## config.mk

```make
export PLATFORM = sky130hd
export DESIGN_NAME = prog_clk_divider
export DESIGN_NICKNAME = d
export VERILOG_FILES = /design/src/rtl/prog_clk_divider.sv
export SDC_FILE = /design/constraint.sdc
export NUM_CORES = 1
export LEC_CHECK = 0
export CAP_MARGIN = 0
export CORE_MARGIN = 2
export CORE_UTILIZATION = 40
export CTS_CLUSTER_DIAMETER = 80
export CTS_CLUSTER_SIZE = 20
export DETAILED_ROUTE_END_ITERATION = 8
export HOLD_SLACK_MARGIN = 0.02
export PLACE_DENSITY = 0.69
export SLEW_MARGIN = 5
export SYNTH_ARGS = -nofsm -noshare
export SYNTH_HDL_FRONTEND = slang
export SYNTH_SLANG_ARGS = --single-unit
```

## constraint.sdc

```tcl
create_clock -name clk_in -period 7.8 [get_ports clk_in]
set_input_delay 1.56 -clock clk_in [delete_from_list [all_inputs] [get_ports clk_in]]
set_output_delay 1.56 -clock clk_in [all_outputs]
set_load 0.005 [all_outputs]
```

## src/rtl/prog_clk_divider.sv

```systemverilog
// Runtime-programmable integer clock divider with glitch-free ratio change and start/stop.
// Odd ratios optionally get a true 50% duty cycle through a falling-edge copy of the high phase.
module prog_clk_divider #(
    parameter int WIDTH       = 8,
    parameter int DEFAULT_DIV = 2,
    parameter bit DUTY50      = 1'b1
) (
    input  logic             clk_in,
    input  logic             rst,
    input  logic             en,
    input  logic [WIDTH-1:0] div_val,
    input  logic             div_load,
    output logic             clk_out,
    output logic             tick,
    output logic             busy,
    output logic             pend_valid,
    output logic             err
);

    typedef enum logic {IDLE, RUN} state_t;

    state_t           state_q, state_d;
    logic [WIDTH-1:0] cnt_q, cnt_d;
    logic [WIDTH-1:0] n_act_q, n_act_d;
    logic [WIDTH-1:0] pend_q, pend_d;
    logic             pend_valid_q, pend_valid_d;
    logic             pos_q, pos_d;
    logic             neg_q, neg_d;
    logic             odd_q, odd_d;
    logic             tick_q, tick_d;
    logic             err_q, err_d;

    logic [WIDTH:0]   half;
    logic [WIDTH-1:0] cnt_inc;
    logic             boundary, load_ok, take_pend;

    assign half     = ({1'b0, n_act_q} + {{WIDTH{1'b0}}, 1'b1}) >> 1;
    assign cnt_inc  = cnt_q + 1'b1;
    assign boundary = (cnt_q == n_act_q - 1'b1);
    assign load_ok  = div_load && (div_val >= WIDTH'(2));

    always_comb begin
        state_d      = state_q;
        cnt_d        = cnt_q;
        n_act_d      = n_act_q;
        pend_d       = pend_q;
        pend_valid_d = pend_valid_q;
        pos_d        = 1'b0;
        odd_d        = odd_q;
        tick_d       = 1'b0;
        err_d        = div_load && !load_ok;
        take_pend    = 1'b0;

        case (state_q)
            IDLE: begin
                if (en) begin
                    state_d   = RUN;
                    cnt_d     = '0;
                    pos_d     = 1'b1;
                    tick_d    = 1'b1;
                    take_pend = 1'b1;
                end
            end
            RUN: begin
                if (boundary) begin
                    cnt_d     = '0;
                    take_pend = 1'b1;
                    if (!en) begin
                        state_d = IDLE;
                    end else begin
                        pos_d  = 1'b1;
                        tick_d = 1'b1;
                    end
                end else begin
                    cnt_d = cnt_inc;
                    pos_d = ({1'b0, cnt_inc} < half);
                end
            end
            default: state_d = IDLE;
        endcase

        if (take_pend && pend_valid_q) begin
            n_act_d      = pend_q;
            pend_valid_d = 1'b0;
        end
        if (load_ok) begin
            pend_d       = div_val;
            pend_valid_d = 1'b1;
        end

        // The duty-mode select only moves while clk_out is low and settling: every
        // idle cycle, or on the edge into the last (low) cycle of a running period.
        if ((state_q == IDLE && !en) ||
            (state_q == RUN && !boundary && cnt_inc == n_act_q - 1'b1))
            odd_d = pend_valid_d ? pend_d[0] : n_act_d[0];
    end

    assign neg_d = pos_q;

    always_ff @(posedge clk_in or negedge rst) begin
        if (!rst) begin
            state_q      <= IDLE;
            cnt_q        <= '0;
            n_act_q      <= WIDTH'(DEFAULT_DIV);
            pend_q       <= WIDTH'(DEFAULT_DIV);
            pend_valid_q <= 1'b0;
            pos_q        <= 1'b0;
            odd_q        <= 1'(DEFAULT_DIV % 2);
            tick_q       <= 1'b0;
            err_q        <= 1'b0;
        end else begin
            state_q      <= state_d;
            cnt_q        <= cnt_d;
            n_act_q      <= n_act_d;
            pend_q       <= pend_d;
            pend_valid_q <= pend_valid_d;
            pos_q        <= pos_d;
            odd_q        <= odd_d;
            tick_q       <= tick_d;
            err_q        <= err_d;
        end
    end

    always_ff @(negedge clk_in or negedge rst) begin
        if (!rst) neg_q <= 1'b0;
        else      neg_q <= neg_d;
    end

    // Masking with the half-cycle-late copy trims the odd high phase to exactly N/2.
    assign clk_out    = (DUTY50 && odd_q) ? (pos_q & neg_q) : pos_q;
    assign tick       = tick_q;
    assign busy       = (state_q == RUN);
    assign pend_valid = pend_valid_q;
    assign err        = err_q;

endmodule
```

==> impl_metrics.toml <==
[clock_network]
cts_tree = "yes"
root_buffer = "clkbuf_8"
ctsResizeCount = 0
htreeDepth = 2
clockBufferDepth = 2
insertion_delay_ps = 290
clk_pin_slew_ps = 70
cts_buffers = 5
cts-hold-fix-buffers = 0
clock-sinks = 31
post-cts-setup-buffer-count = 0

[placed_design]
dp_hpwl_um = 3050
pre_cts_slack_ps = 1380
gp_congestion = 0.821
place_inst = 284
io_buffers = 16
placed_area_mm2 = 0.00223

[synth]
yosysTopAreaCell = "dfrtp_1"
syn_avg_cell_area_um2 = 9.52
yosysUniqueCellTypes = 47
synth_edf_count = 0
yosys_warnings = 0
ys_ff_latch = 31
synth_ff_type = "dfrtp_1"
netlist_instances = 213
synthesis.nets = 235
async_reset_ff_share_pct = 100
ys_seq_area_share_pct = 38.4
synth_area_mm2 = 0.00203
yosysTopAreaCellShare_pct = 34.6
synth_area_leaders = "dfrtp_1 35%, nand2_1 6.7%, xor2_1 6.5%"

[final_layout]
multi_input_area_mm2 = 0.00117
diodes = 0
synthToLayoutAreaGrowth_pct = 14.0
drive_gt1_share_pct = 7.56
seqCellArea_um2 = 778
n_fill_cell = 471
fin_cells = 292
stdcell_area_mm2 = 0.00231
final_nets = 246

[critical_path]
setup.worst_path.start_class = "flop"
worstPathArrival_ps = 5180
critPathMaxFanout = 1
crit_type = "reg -> out"
critPathRequiredTime_ps = 6240
cp-end-kind = "primary output"

[global_route]
grt_pass1_wl_um = 7290
antenna_found_initial = 0
grt_pass1_vias = 1485
grt_max_degree = 32
overflow = 0
track_usage_pct = 17.5

[sta]
fin_ws_ps = 1060
setup-tns-final_ps = 0
report.final.slew_viol_count = 0
holdWs_ps = 455
finalHoldViolations = 0
slew_headroom_pct = 29.2
grt_setup_unrepaired = "no"
setup_viol = 0
fin_worst_skew_ps = 6.49
tightestPinTransition_ps = 1060

[drt]
avgViaCountPerCell = 5.24
drcViolationCount = 0
drtAntennaViolNets = 0
vias = 1530
first_iter_violations = 102
route.final.wire_length_um = 4150
wl_per_cell_um = 14.2
drt_pass1_iterations = 4

[pwr]
power_frac_comb_pct = 5.3
power_leakage_nw = 1.03
power_frac_clock_pct = 40.8
ir_worst_vdd_v = 0.0000988
pwr-share-seq_pct = 53.9
p_sw_share_pct = 24.0
power_switching_mw = 0.0742
power.density_mw_per_mm2 = 134
p_int_mw = 0.235

[die]
die_h_um = 75.2
rows = 25
core-area_mm2 = 0.00482
chipWidth_um = 75.2
die_area_mm2 = 0.00565
initial_utilization_pct = 42.1
io_pins = 17

[flow_run]
maxCapViolations = 0

[hold_path]
min_path_type = "reg -> reg"

[run_status]
outcome = "finished, final reports clean"
[metrics by stage]
| step | total power, mW | utilization [%] |
|---|---|---|
| floorplan | 0.176 | - |
| detailed placement | 0.187 | 46.2 |
| finish | 0.310 | 48.0 |
| global placement | 0.187 | 46.2 |
| CTS | 0.313 | 48.0 |
| global route | 0.323 | 48.0 |
[cells in the final DEF, fill, tap and decap left out, types with 2 or more instances in the layout]
master	n
mux2i_1	3
a21o_1	4
ha_1	10
xnor2_1	9
nand3_1	5
xor2_1	15
nor4_1	3
dfrtp_1	28
nor2_1	7
mux2_1	6
or3_1	2
nand2b_1	4
o21ai_0	9
clkbuf_8	5
clkdlybuf4s50_1	16
and3_1	3
a21oi_1	3
nand4_1	4
nor3b_1	3
o31ai_1	2
nor3_1	5
mux2_2	3
o211ai_1	3
o21ai_1	3
inv_1	8
nand2_1	36
dfstp_2	2
xnor3_1	2
[cell usage after synthesis, types with 2 or more instances]
| cell type | instances |
|---|---|
| a21o_1 | 4 |
| a21oi_1 | 3 |
| and3_1 | 3 |
| buf_1 | 2 |
| buf_2 | 3 |
| clkbuf_1 | 8 |
| dfrtp_1 | 28 |
| dfstp_2 | 2 |
| ha_1 | 10 |
| inv_1 | 8 |
| mux2_1 | 6 |
| mux2_2 | 3 |
| mux2i_1 | 3 |
| nand2_1 | 36 |
| nand2b_1 | 4 |
| nand3_1 | 5 |
| nand4_1 | 4 |
| nor2_1 | 7 |
| nor3_1 | 5 |
| nor3b_1 | 3 |
| nor4_1 | 3 |
| o211ai_1 | 3 |
| o21ai_0 | 9 |
| o21ai_1 | 3 |
| o31ai_1 | 2 |
| or3_1 | 2 |
| xnor2_1 | 9 |
| xnor3_1 | 2 |
| xor2_1 | 15 |
[flip-flops by register name, indices dropped and copies added, names as in the netlist]
signal,count
cnt_q,8
busy,1
n_act_q,8
neg_d,1
odd_q,1
err,1
tick,1
pend_q,8
pend_valid,1
neg_q,1
[path summary, 6_finish.rpt]
| kind | slack [ps] | to | from | cells past startpoint |
|---|---|---|---|---|
| max in group asynchronous | 2040 | neg_q | rst | 2 |
| worst min-delay path | 450 | pend_q[1] | pend_q[1] | 2 |
| min in group asynchronous | 1660 | cnt_q[1] | rst | 2 |
| worst min register to register | 450 | pend_q[1] | pend_q[1] | 2 |
| worst max register to register | 3370 | neg_q | neg_d | 0 |
| worst max-delay path | 1060 | clk_out | neg_q | 2 |
[worst max-delay path, stage by stage, from the launching register on]
cell             delay, ps
dfrtn_1                390
o21a_1                 110
clkdlybuf4s50_1        490
[final cells by class]
cell class	instances	share of cell area, %
inverters	8	1.30
repair buffers	17	7.26
multi-input cells	161	50.5
well taps	67	3.63
clock inverters	2	0.541
clock buffers	6	3.14
flip-flops and latches	31	33.7
[kinds of logic after synthesis]
group           count (synthesis)  share of synthesized area (%)
xor+xnor                       27                           13.8
flops                          31                           38.4
compound gates                 33                           11.6
buf+inv                        21                           4.07
mux                            12                           6.48
fa+ha+maj                      10                           6.17
simple gates                   79                           19.5
[power groups by stage]
stage,Clock [mW],Sequential [mW],Combinational (mW)
final,0.126,0.167,0.0165
after floorplan,0,0.170,0.00603
after detailed placement,0,0.170,0.0171
after CTS,0.129,0.167,0.0171
after global routing,0.136,0.167,0.0195
after global placement,0,0.170,0.0166
[routing by layer]
metal / track usage [%] / share of wire [%] / vias to the layer above
met2: 25.8 / 45 / 42
met5: 0 / 0 / -
met1: 25.3 / 48 / 719
met3: 3.61 / 5.4 / 5
met4: 6.43 / 1.4 / 0
li1: - / - / 764
Note: power is estimated with default switching activity, not from simulation.
